==> src/rtl/shift_seq_pkg.sv <==
`default_nettype none
// ============================================================================
//  Module      : shift_seq_pkg
//  Description : Shared CPU definitions used by the iterative shifter.
//                - Shift opcodes. The main decoder uses the same values.
//                - Shift-sequencer state encodings.
//  Revision    : 1.0 - initial release
// ============================================================================
package shift_seq_pkg;

  // Default datapath geometry. The shift amount is the shamt field that the
  // zero-extender widens.
  localparam int unsigned CPU_XLEN = 32;
  localparam int unsigned CPU_SHW  = 5;

  // Shift opcode, as encoded in the OP field of a shift request.
  typedef logic [1:0] sh_op_t;

  localparam sh_op_t SH_SLL = 2'b00;  // logical left
  localparam sh_op_t SH_SRL = 2'b01;  // logical right
  localparam sh_op_t SH_SRA = 2'b10;  // arithmetic right
  localparam sh_op_t SH_ROR = 2'b11;  // rotate right

  // Sequencer state encodings. Kept as plain constants so that older
  // netlists and decoders that compare raw state bits stay compatible.
  localparam logic [1:0] ST_IDLE  = 2'd0;
  localparam logic [1:0] ST_SHIFT = 2'd1;
  localparam logic [1:0] ST_FIN   = 2'd2;

endpackage : shift_seq_pkg
`default_nettype wire

==> src/rtl/shift_step.sv <==
`default_nettype none
// ============================================================================
//  Module      : shift_step
//  Description : Combinational single-position shifter. Computes the value of
//                the accumulator after one step of SLL, SRL, SRA or ROR.
//  Ports       : acc_i  in  WIDTH  current accumulator value
//                op_i   in  2      shift opcode (SH_SLL/SH_SRL/SH_SRA/SH_ROR)
//                acc_o  out WIDTH  accumulator value after one step
//  Revision    : 1.0 - initial release
// ============================================================================
module shift_step
  import shift_seq_pkg::*;
#(
  parameter int unsigned WIDTH = CPU_XLEN
) (
  input  logic [WIDTH-1:0] acc_i,
  input  sh_op_t           op_i,
  output logic [WIDTH-1:0] acc_o
);

  always_comb begin
    acc_o = acc_i;
    case (op_i)
      SH_SLL:  acc_o = {acc_i[WIDTH-2:0], 1'b0};
      SH_SRL:  acc_o = {1'b0, acc_i[WIDTH-1:1]};
      // The sign bit is replicated, so after WIDTH-1 steps the whole word
      // holds the original sign.
      SH_SRA:  acc_o = {acc_i[WIDTH-1], acc_i[WIDTH-1:1]};
      SH_ROR:  acc_o = {acc_i[0], acc_i[WIDTH-1:1]};
      default: acc_o = acc_i;
    endcase
  end

endmodule : shift_step
`default_nettype wire

==> src/rtl/shift_seq.sv <==
`default_nettype none
// ============================================================================
//  Module      : shift_seq
//  Description : Iterative shift unit. Performs SLL/SRL/SRA/ROR on a WIDTH-bit
//                operand one bit position per clock. It is an area-saving
//                alternative to a combinational barrel shifter.
//  Ports       : CLK    in  1      clock, rising edge
//                RST    in  1      asynchronous active-high reset
//                START  in  1      request strobe (IDLE or FIN only)
//                OP     in  2      00 SLL, 01 SRL, 10 SRA, 11 ROR
//                SHAMT  in  SHW    shift amount 0..WIDTH-1
//                DIN    in  WIDTH  operand
//                BUSY   out 1      high while shifting
//                DONE   out 1      one-cycle result-valid pulse
//                DOUT   out WIDTH  result register (toggles while BUSY)
//  Revision    : 1.0 - initial release
// ============================================================================
module shift_seq
  import shift_seq_pkg::*;
#(
  parameter int unsigned WIDTH = CPU_XLEN,
  parameter int unsigned SHW   = CPU_SHW     // must equal log2(WIDTH)
) (
  input  logic             CLK,
  input  logic             RST,
  input  logic             START,
  input  logic [1:0]       OP,
  input  logic [SHW-1:0]   SHAMT,
  input  logic [WIDTH-1:0] DIN,
  output logic             BUSY,
  output logic             DONE,
  output logic [WIDTH-1:0] DOUT
);

  logic [1:0]       state_q, state_d;
  logic [WIDTH-1:0] acc_q,   acc_d;
  logic [SHW-1:0]   cnt_q,   cnt_d;
  sh_op_t           op_q,    op_d;

  logic [WIDTH-1:0] step_acc;
  logic             accept;

  shift_step #(
    .WIDTH (WIDTH)
  ) u_step (
    .acc_i (acc_q),
    .op_i  (op_q),
    .acc_o (step_acc)
  );

  // FIN also accepts a request. This lets START held high chain operations
  // with no idle bubble between them.
  assign accept = START && ((state_q == ST_IDLE) || (state_q == ST_FIN));

  always_comb begin
    state_d = state_q;
    acc_d   = acc_q;
    cnt_d   = cnt_q;
    op_d    = op_q;

    case (state_q)
      ST_IDLE, ST_FIN: begin
        if (accept) begin
          acc_d   = DIN;
          cnt_d   = SHAMT;
          op_d    = OP;
          // A zero amount still passes through FIN, so DONE pulses one edge
          // after the accept.
          state_d = (SHAMT == '0) ? ST_FIN : ST_SHIFT;
        end else begin
          state_d = ST_IDLE;
        end
      end

      ST_SHIFT: begin
        // START is ignored here because the unit does not queue requests.
        acc_d = step_acc;
        cnt_d = cnt_q - SHW'(1);
        if (cnt_q == SHW'(1)) begin
          state_d = ST_FIN;
        end
      end

      default: begin
        state_d = ST_IDLE;
      end
    endcase
  end

  always_ff @(posedge CLK or posedge RST) begin
    if (RST) begin
      state_q <= ST_IDLE;
      acc_q   <= '0;
      cnt_q   <= '0;
      op_q    <= SH_SLL;
    end else begin
      state_q <= state_d;
      acc_q   <= acc_d;
      cnt_q   <= cnt_d;
      op_q    <= op_d;
    end
  end

  // All outputs are decoded from registers only. No input-to-output path.
  assign BUSY = (state_q == ST_SHIFT);
  assign DONE = (state_q == ST_FIN);
  assign DOUT = acc_q;

endmodule : shift_seq
`default_nettype wire

==> config.mk <==
export PLATFORM = sky130hd
export DESIGN_NAME = shift_seq
export DESIGN_NICKNAME = d
export VERILOG_FILES = /design/src/rtl/shift_seq_pkg.sv /design/src/rtl/shift_step.sv /design/src/rtl/shift_seq.sv
export SDC_FILE = /design/constraint.sdc
export NUM_CORES = 1
export LEC_CHECK = 0
export CORE_ASPECT_RATIO = 1.5
export CORE_MARGIN = 8
export CORE_UTILIZATION = 40
export CTS_CLUSTER_SIZE = 14
export DETAILED_ROUTE_END_ITERATION = 6
export PLACE_DENSITY = 0.73
export SETUP_SLACK_MARGIN = 0.02
export SLEW_MARGIN = 20
export SYNTH_ARGS = -nofsm -noshare
export SYNTH_HDL_FRONTEND = slang
export SYNTH_SLANG_ARGS = --single-unit
==> constraint.sdc <==
create_clock -name CLK -period 1.64 [get_ports CLK]
set_input_delay 0.246 -clock CLK [delete_from_list [all_inputs] [get_ports CLK]]
set_output_delay 0.246 -clock CLK [all_outputs]
set_load 0.01 [all_outputs]
---- Word-level counts from Yosys, hierarchy flattened ----
Index checks and enable logic that the tools add are counted.
W data, S select, Z words.
word-level totals
  flip-flop bits (word level) ............. 41
  input bits .............................. 42
  output and inout port bits .............. 34
  logic and storage cells ................. 34
operators by class
  $add $sub $neg .......................... 1
  eq/ne operators ......................... 9
  mux-type cells .......................... 9
  reduce and logical (&&, ||, !) cells .... 10
operators by type and width
  operator               count
  $pmux W32 S4           1
  $pmux W32 S2           1
  $mux W32               1
  $pmux W5 S2            1
  $eq A2 B2 Y1 const B   3
  $mux W2                3
  $eq A5 B1 Y1 const B   1
  $logic_not A5 Y1       1
  $mux W5                1
  $sub A5 B1 Y5 const B  1
  $eq A2 B1 Y1 const B   2
  $logic_not A2 Y1       2
  $ne A2 B2 Y1 const B   2
  $pmux W2 S2            1
  $reduce_and A2 Y1      2
  $reduce_and A3 Y1      1
  $ne A2 B1 Y1 const B   1
  $reduce_bool A2 Y1     1
  $reduce_or A2 Y1       1
  $logic_and A1 B1 Y1    1
  $logic_or A1 B1 Y1     1

---- Longest topological paths before layout ----
Gate-level depths: netlist of run 1.
  depth in word-level cells ............... 5
  depth in mapped cells ................... 7
  depth with buffers taken out ............ 5

---- By module ----
Synthesis of run 1 repeated with hierarchy kept, for this count alone.
second synthesis, totals
  cells, all modules ...................... 263
  area, all modules ....................... 2514.9 um^2
by module, submodules not included
  module      times used  cells each  area an instance (um^2)  sequential area each (um^2)
  shift_seq   1           225         1996.9                   1026.0
  shift_step  1           38          518.0                    0.0

---- Least setup slack after synthesis of run 1 ----
No wires, ideal clock.
  kind .................................... register to register
  start point ............................. reg state_q[0]
  end point ............................... reg cnt_q[4]
  library setup time ...................... 0.126 ns
  data arrival time ....................... 1.056 ns
  data required time ...................... 1.514 ns
  slack ................................... 0.457 ns
  cell stages (with the launch flop) ...... 7
  buffers on the path ..................... 2
  clock period less this slack ............ 1.183 ns
  cells stage by stage .................... dfrtp_1 nand2b_1 buf_6 inv_4 buf_12 a311oi_1 nor3_1
between the ends
  longest elaborated chain between the ends .. 5
  elaborated cells on any way between the ends .. 10
  those cells by class .................... 3 x eq/ne; 1 x mux; 6 x reduce/logical
ends and longest elaborated chain
  what                                                     line                              source
  start, declared                                          shift_seq.sv:35                   logic [1:0] state_q, state_d;
  start signal, assigned                                   shift_seq.sv:97                   state_q <= state_d;
  $eq A2 B2 Y1 / $logic_not A2 Y1 (equally long branches)  shift_seq.sv:53, shift_seq.sv:61
  $logic_or A1 B1 Y1                                       shift_seq.sv:53                   assign accept = START && ((state_q == ST_IDLE) || (state_q == ST_FIN));
  $logic_and A1 B1 Y1                                      shift_seq.sv:53
  $ne A2 B2 Y1 (no line)                                   --
  $reduce_and A2 Y1 (no line)                              --
  end signal, assigned                                     shift_seq.sv:99                   cnt_q <= cnt_d;
  end, declared                                            shift_seq.sv:37                   logic [SHW-1:0] cnt_q, cnt_d;
Parallel ways exist; a longest one is shown, timed or not.
A chain may end at the register's enable or synchronous reset.

---- Worst setup path after layout of run 1 ----
  start point ............................. reg acc_q[14], in the netlist DOUT[14]
  end point ............................... out DOUT[14]
RTL lines
  what                    line             source
  start, declared         shift_seq.sv:36  logic [WIDTH-1:0] acc_q, acc_d;
  start signal, assigned  shift_seq.sv:93  acc_q <= '0;
  start signal, assigned  shift_seq.sv:98  acc_q <= acc_d;
  end, declared           shift_seq.sv:32  output logic [WIDTH-1:0] DOUT
No word-level cell between the ends.

==> results of run 1 <==
-- power breakdown --
group,switching (mW),total [mW],leakage [nW],internal [mW]
clock,0.332,0.635,0.0395,0.303
combinational,1.56,3.63,0.953,2.07
sequential,0.568,2.11,0.494,1.55
-- registers in the layout (all words and copies together), names as in the netlist --
register and cells:
cnt_q 5, state_q 2, op_q 2, DOUT 32
-- kinds of logic (layout without fill, tap and decap cells) --
| logic type | count (synthesis) | in the layout |
|---|---|---|
| AO/OA/AOI/OAI | 12 | 12 |
| adder cells (fa/ha/maj) | 2 | 2 |
| buffers and inverters | 18 | 97 |
| flip-flops | 41 | 41 |
| multiplexers | 92 | 92 |
| AND/OR/NAND/NOR | 29 | 29 |
-- routing by layer --
metal / routed length, um / track usage
met1: 2454 / 0.1627
met2: 3075 / 0.2331
met3: 262 / 0.02516
met4: 134 / 0.05590
met5: 0 / 0
-- cells in the mapped netlist (2+ instances only) --
cell type                  count  area [um2]
sky130_fd_sc_hd__dfrtp_1      41        1026
sky130_fd_sc_hd__nor2b_1       2       12.51
sky130_fd_sc_hd__nor2_1        6       22.52
sky130_fd_sc_hd__o21ai_1       2       10.01
sky130_fd_sc_hd__a221o_1       3       30.03
sky130_fd_sc_hd__buf_6         5       56.30
sky130_fd_sc_hd__inv_1         4       15.01
sky130_fd_sc_hd__o21ai_0       2       10.01
sky130_fd_sc_hd__nor3_1        5       25.02
sky130_fd_sc_hd__nand2b_1      4       25.02
sky130_fd_sc_hd__nand2_1       5       18.77
sky130_fd_sc_hd__buf_12        4       80.08
sky130_fd_sc_hd__ha_1          2       25.02
sky130_fd_sc_hd__mux2i_1      92       920.9
sky130_fd_sc_hd__buf_4         3       22.52
-- worst paths after layout --
kind | to | cells after the start | startpoint
worst max-delay path | DOUT[14] | 1 | DOUT[14]$_DFFE_PP0P_
worst min-delay path | DOUT[4]$_DFFE_PP0P_ | 3 | RST
worst max register to register | cnt_q[1]$_DFFE_PP0P_ | 5 | state_q[0]$_DFFE_PP0P_
worst min register to register | cnt_q[1]$_DFFE_PP0P_ | 1 | cnt_q[1]$_DFFE_PP0P_
max in group asynchronous | DOUT[2]$_DFFE_PP0P_ | 3 | RST
min in group CLK | op_q[1]$_DFFE_PP0P_ | 3 | OP[1]
-- placed cells by master (no fill, tap or decap), drive strengths merged --
cell type      instances
a211oi                 1
a221o                  3
a221oi                 1
a311oi                 1
and3                   1
and4                   1
buf                    9
clkbuf                 8
clkdlybuf4s50         73
clkinv                 1
dfrtp                 41
dlygate4sd2            2
ha                     2
inv                    4
mux2i                 92
nand2                  5
nand2b                 4
nand3b                 1
nor2                   7
nor2b                  2
nor3                   5
nor3b                  1
nor4b                  1
o21ai                  4
o31ai                  1
o32ai                  1
or4                    1
-- stage by stage --
| stage | total power, mW | hold slack (ns) | TNS [ns] | area [um2] |
|---|---|---|---|---|
| after floorplan | 4.507 | 0.3357 | 0 | 2421 |
| after global placement | 5.737 | 0.5338 | 0 | 3213 |
| after detailed placement | 5.821 | 0.5371 | -0.05190 | 3213 |
| after CTS | 6.475 | 0.2977 | 0 | 3298 |
| after global routing | 6.851 | 0.3067 | 0 | 3298 |
| final | 6.376 | 0.2872 | 0 | 3298 |
-- cell type report --
cell class,count,share of cell area
timing repair buffer,84,0.2625
tap,72,0.02731
clock buffer,8,0.02428
inverter,5,0.006449
multi-input combinational,135,0.3684
sequential,41,0.3111
-- timing repair --
action | CTS | global route
hold buffers | 0 | 0
buffers inserted | 1 | 0
endpoints found under the setup margin | 2 | 0
gates resized for setup | 2 | 0
hold endpoints to repair | 0 | 0
==> results.md, run 1 <==
- Status: finished clean
- Setup slack of the worst register-to-register path: around 0.21 ns
- Setup-failing EPs final: 0
- Via count of the first global-routing pass: 1,959
- Count of H-tree levels built during CTS: 2
- Number of distinct library cells after synthesis: 29
- Crit. End Element: output port
- Highest clock frequency the design can meet: 649.6 MHz
- Pin count of the biggest net entering global routing: 42
- Cell total after placement: 336
- Global route overflow: 0
- Arrival time of data at the critical path endpoint: 1.29 ns
- Avg Vias per Cell: 5.212
- First-pass iteration count of the detailed router: 4
- Clock sinks: 41
- Main combinational cell family by area after synthesis: multiplexers
- Half-perimeter wire length of the detailed placement result: approximately 4400 um
- Required time worst endpoint: 1.39 ns
- Post-synthesis share of cell area spent on full adders, half adders and majority gates: 0.01034
- TritonCTS clock tree: done
- Clock latency reported for the late side of the worst-skew pair: 0.29 ns
- Transition at the pin with the smallest max-transition slack: roughly 0.35 ns
- Warning count from the yosys run: 0
- Worst setup slack after layout: between 0.1 and 0.15 ns
- Sequential fraction of the synthesis area: 0.4238
- Post-synthesis instance area: between 0.002 and 0.0025 mm2
- Total GRT Usage: 0.1376
- Clock-pin slew reported for the worst setup and hold paths after clock tree synthesis: ~0.070 ns
- Relative max-transition margin: 0.7651
- Number of nets with antenna violations after routing: 0
- Number of synthesized register bits: 41
- Final routed DRC violation total: 0
- Average wire per cell in the routed design: 17.18 um
- Setup crit start kind: register
- Share of the core filled with cells in the final layout: 0.5659
- GP Congestion: 0.7681
- Final worst path period need: 1.539 ns
- Number of antenna diodes: 0
- Io pins: 76
- Cell row count: 34
- Number of endpoints with negative hold slack in the final report: 0
- Filler Cell Count: 539
- Initial antenna violation count: 0
- Critical path's slowest cell: sky130_fd_sc_hd__clkdlybuf4s50_1
- Share of synthesized cell area in and, or, nand and nor gates: 0.06822
- Power per standard cell area: 1933 mW/mm2
- Root Buffer: sky130_fd_sc_hd__clkbuf_8
- Max capacitance violation total: 0
- Worst Path Max Fanout: 4
- XOR/XNOR Fraction of Synth Area: 0
- Clock skew: 0.001943 ns
- Worst setup path category: reg2out
- Number of vias after detailed routing: 1,798
- Core area: 0.005828 mm2
- Flip-flop and latch area: between 0.001 and 0.0015 mm2
- Iteration-0 DRC count of the detailed router: 104
- Chip width: 79.52 um
- Number of synthesized flops with an enable pin: 0
- Number of buffers inserted during clock tree synthesis: 5
- Non-filler instance count after layout: around 350
- Final period util: 0.9387
- Initial core utilization: 0.4154
- Height of the die: 111.3 um
- Total buffers and inverters traversed by the critical path: 1
- Class of the tightest hold or removal check: in2async
- Peak supply drop: 1249 uV
- Global-route wire length before repair: 9915 um
- Async set or reset register ratio after synthesis: 1.000
- Maximum root-to-sink buffer count: 2
- Die Footprint: a little under 0.009 mm2
- Unrepaired setup endpoints after global routing: false
- Final count of pins violating max slew: 0
- Area taken by multi-input logic gates: 0.001215 mm2
- Leakage power total: approximately 1.5 nW
- CP Cell Sequence: clkdlybuf4s50_1
- Post-synthesis mux area share: 0.3804
- Total routed wirelength: 5927 um
- Synthesized Nets: 238
- Worst slack at placement: -0.02756 ns
- Fraction of the mapped netlist area in compound gates: 0.03979
- Cells after Synth: slightly below 200
- Synthesized area divided by synthesized cell count: 12.48 um2
- Fraction of layout cells with a size suffix above 1: 0.06960
- Kind of cell adding the most delay to the critical path: buffers and inverters
- Synth-to-layout area growth: 36.23%
- Most common flop cell mapped by yosys: sky130_fd_sc_hd__dfrtp_1
- Biggest cell delay along the critical path: between 0.5 and 0.6 ns
- Number of nets in the layout: between 300 and 400
- Port bufs: between 70 and 80
No activity file was read; power rests on OpenSTA's default activity.
==> inputs of run 2 (changes only) <==
Settings changed: CTS_CLUSTER_SIZE 14 to 24.
==> results of run 2 <==
Final layout, timing and power as in run 1 (identical DEF).
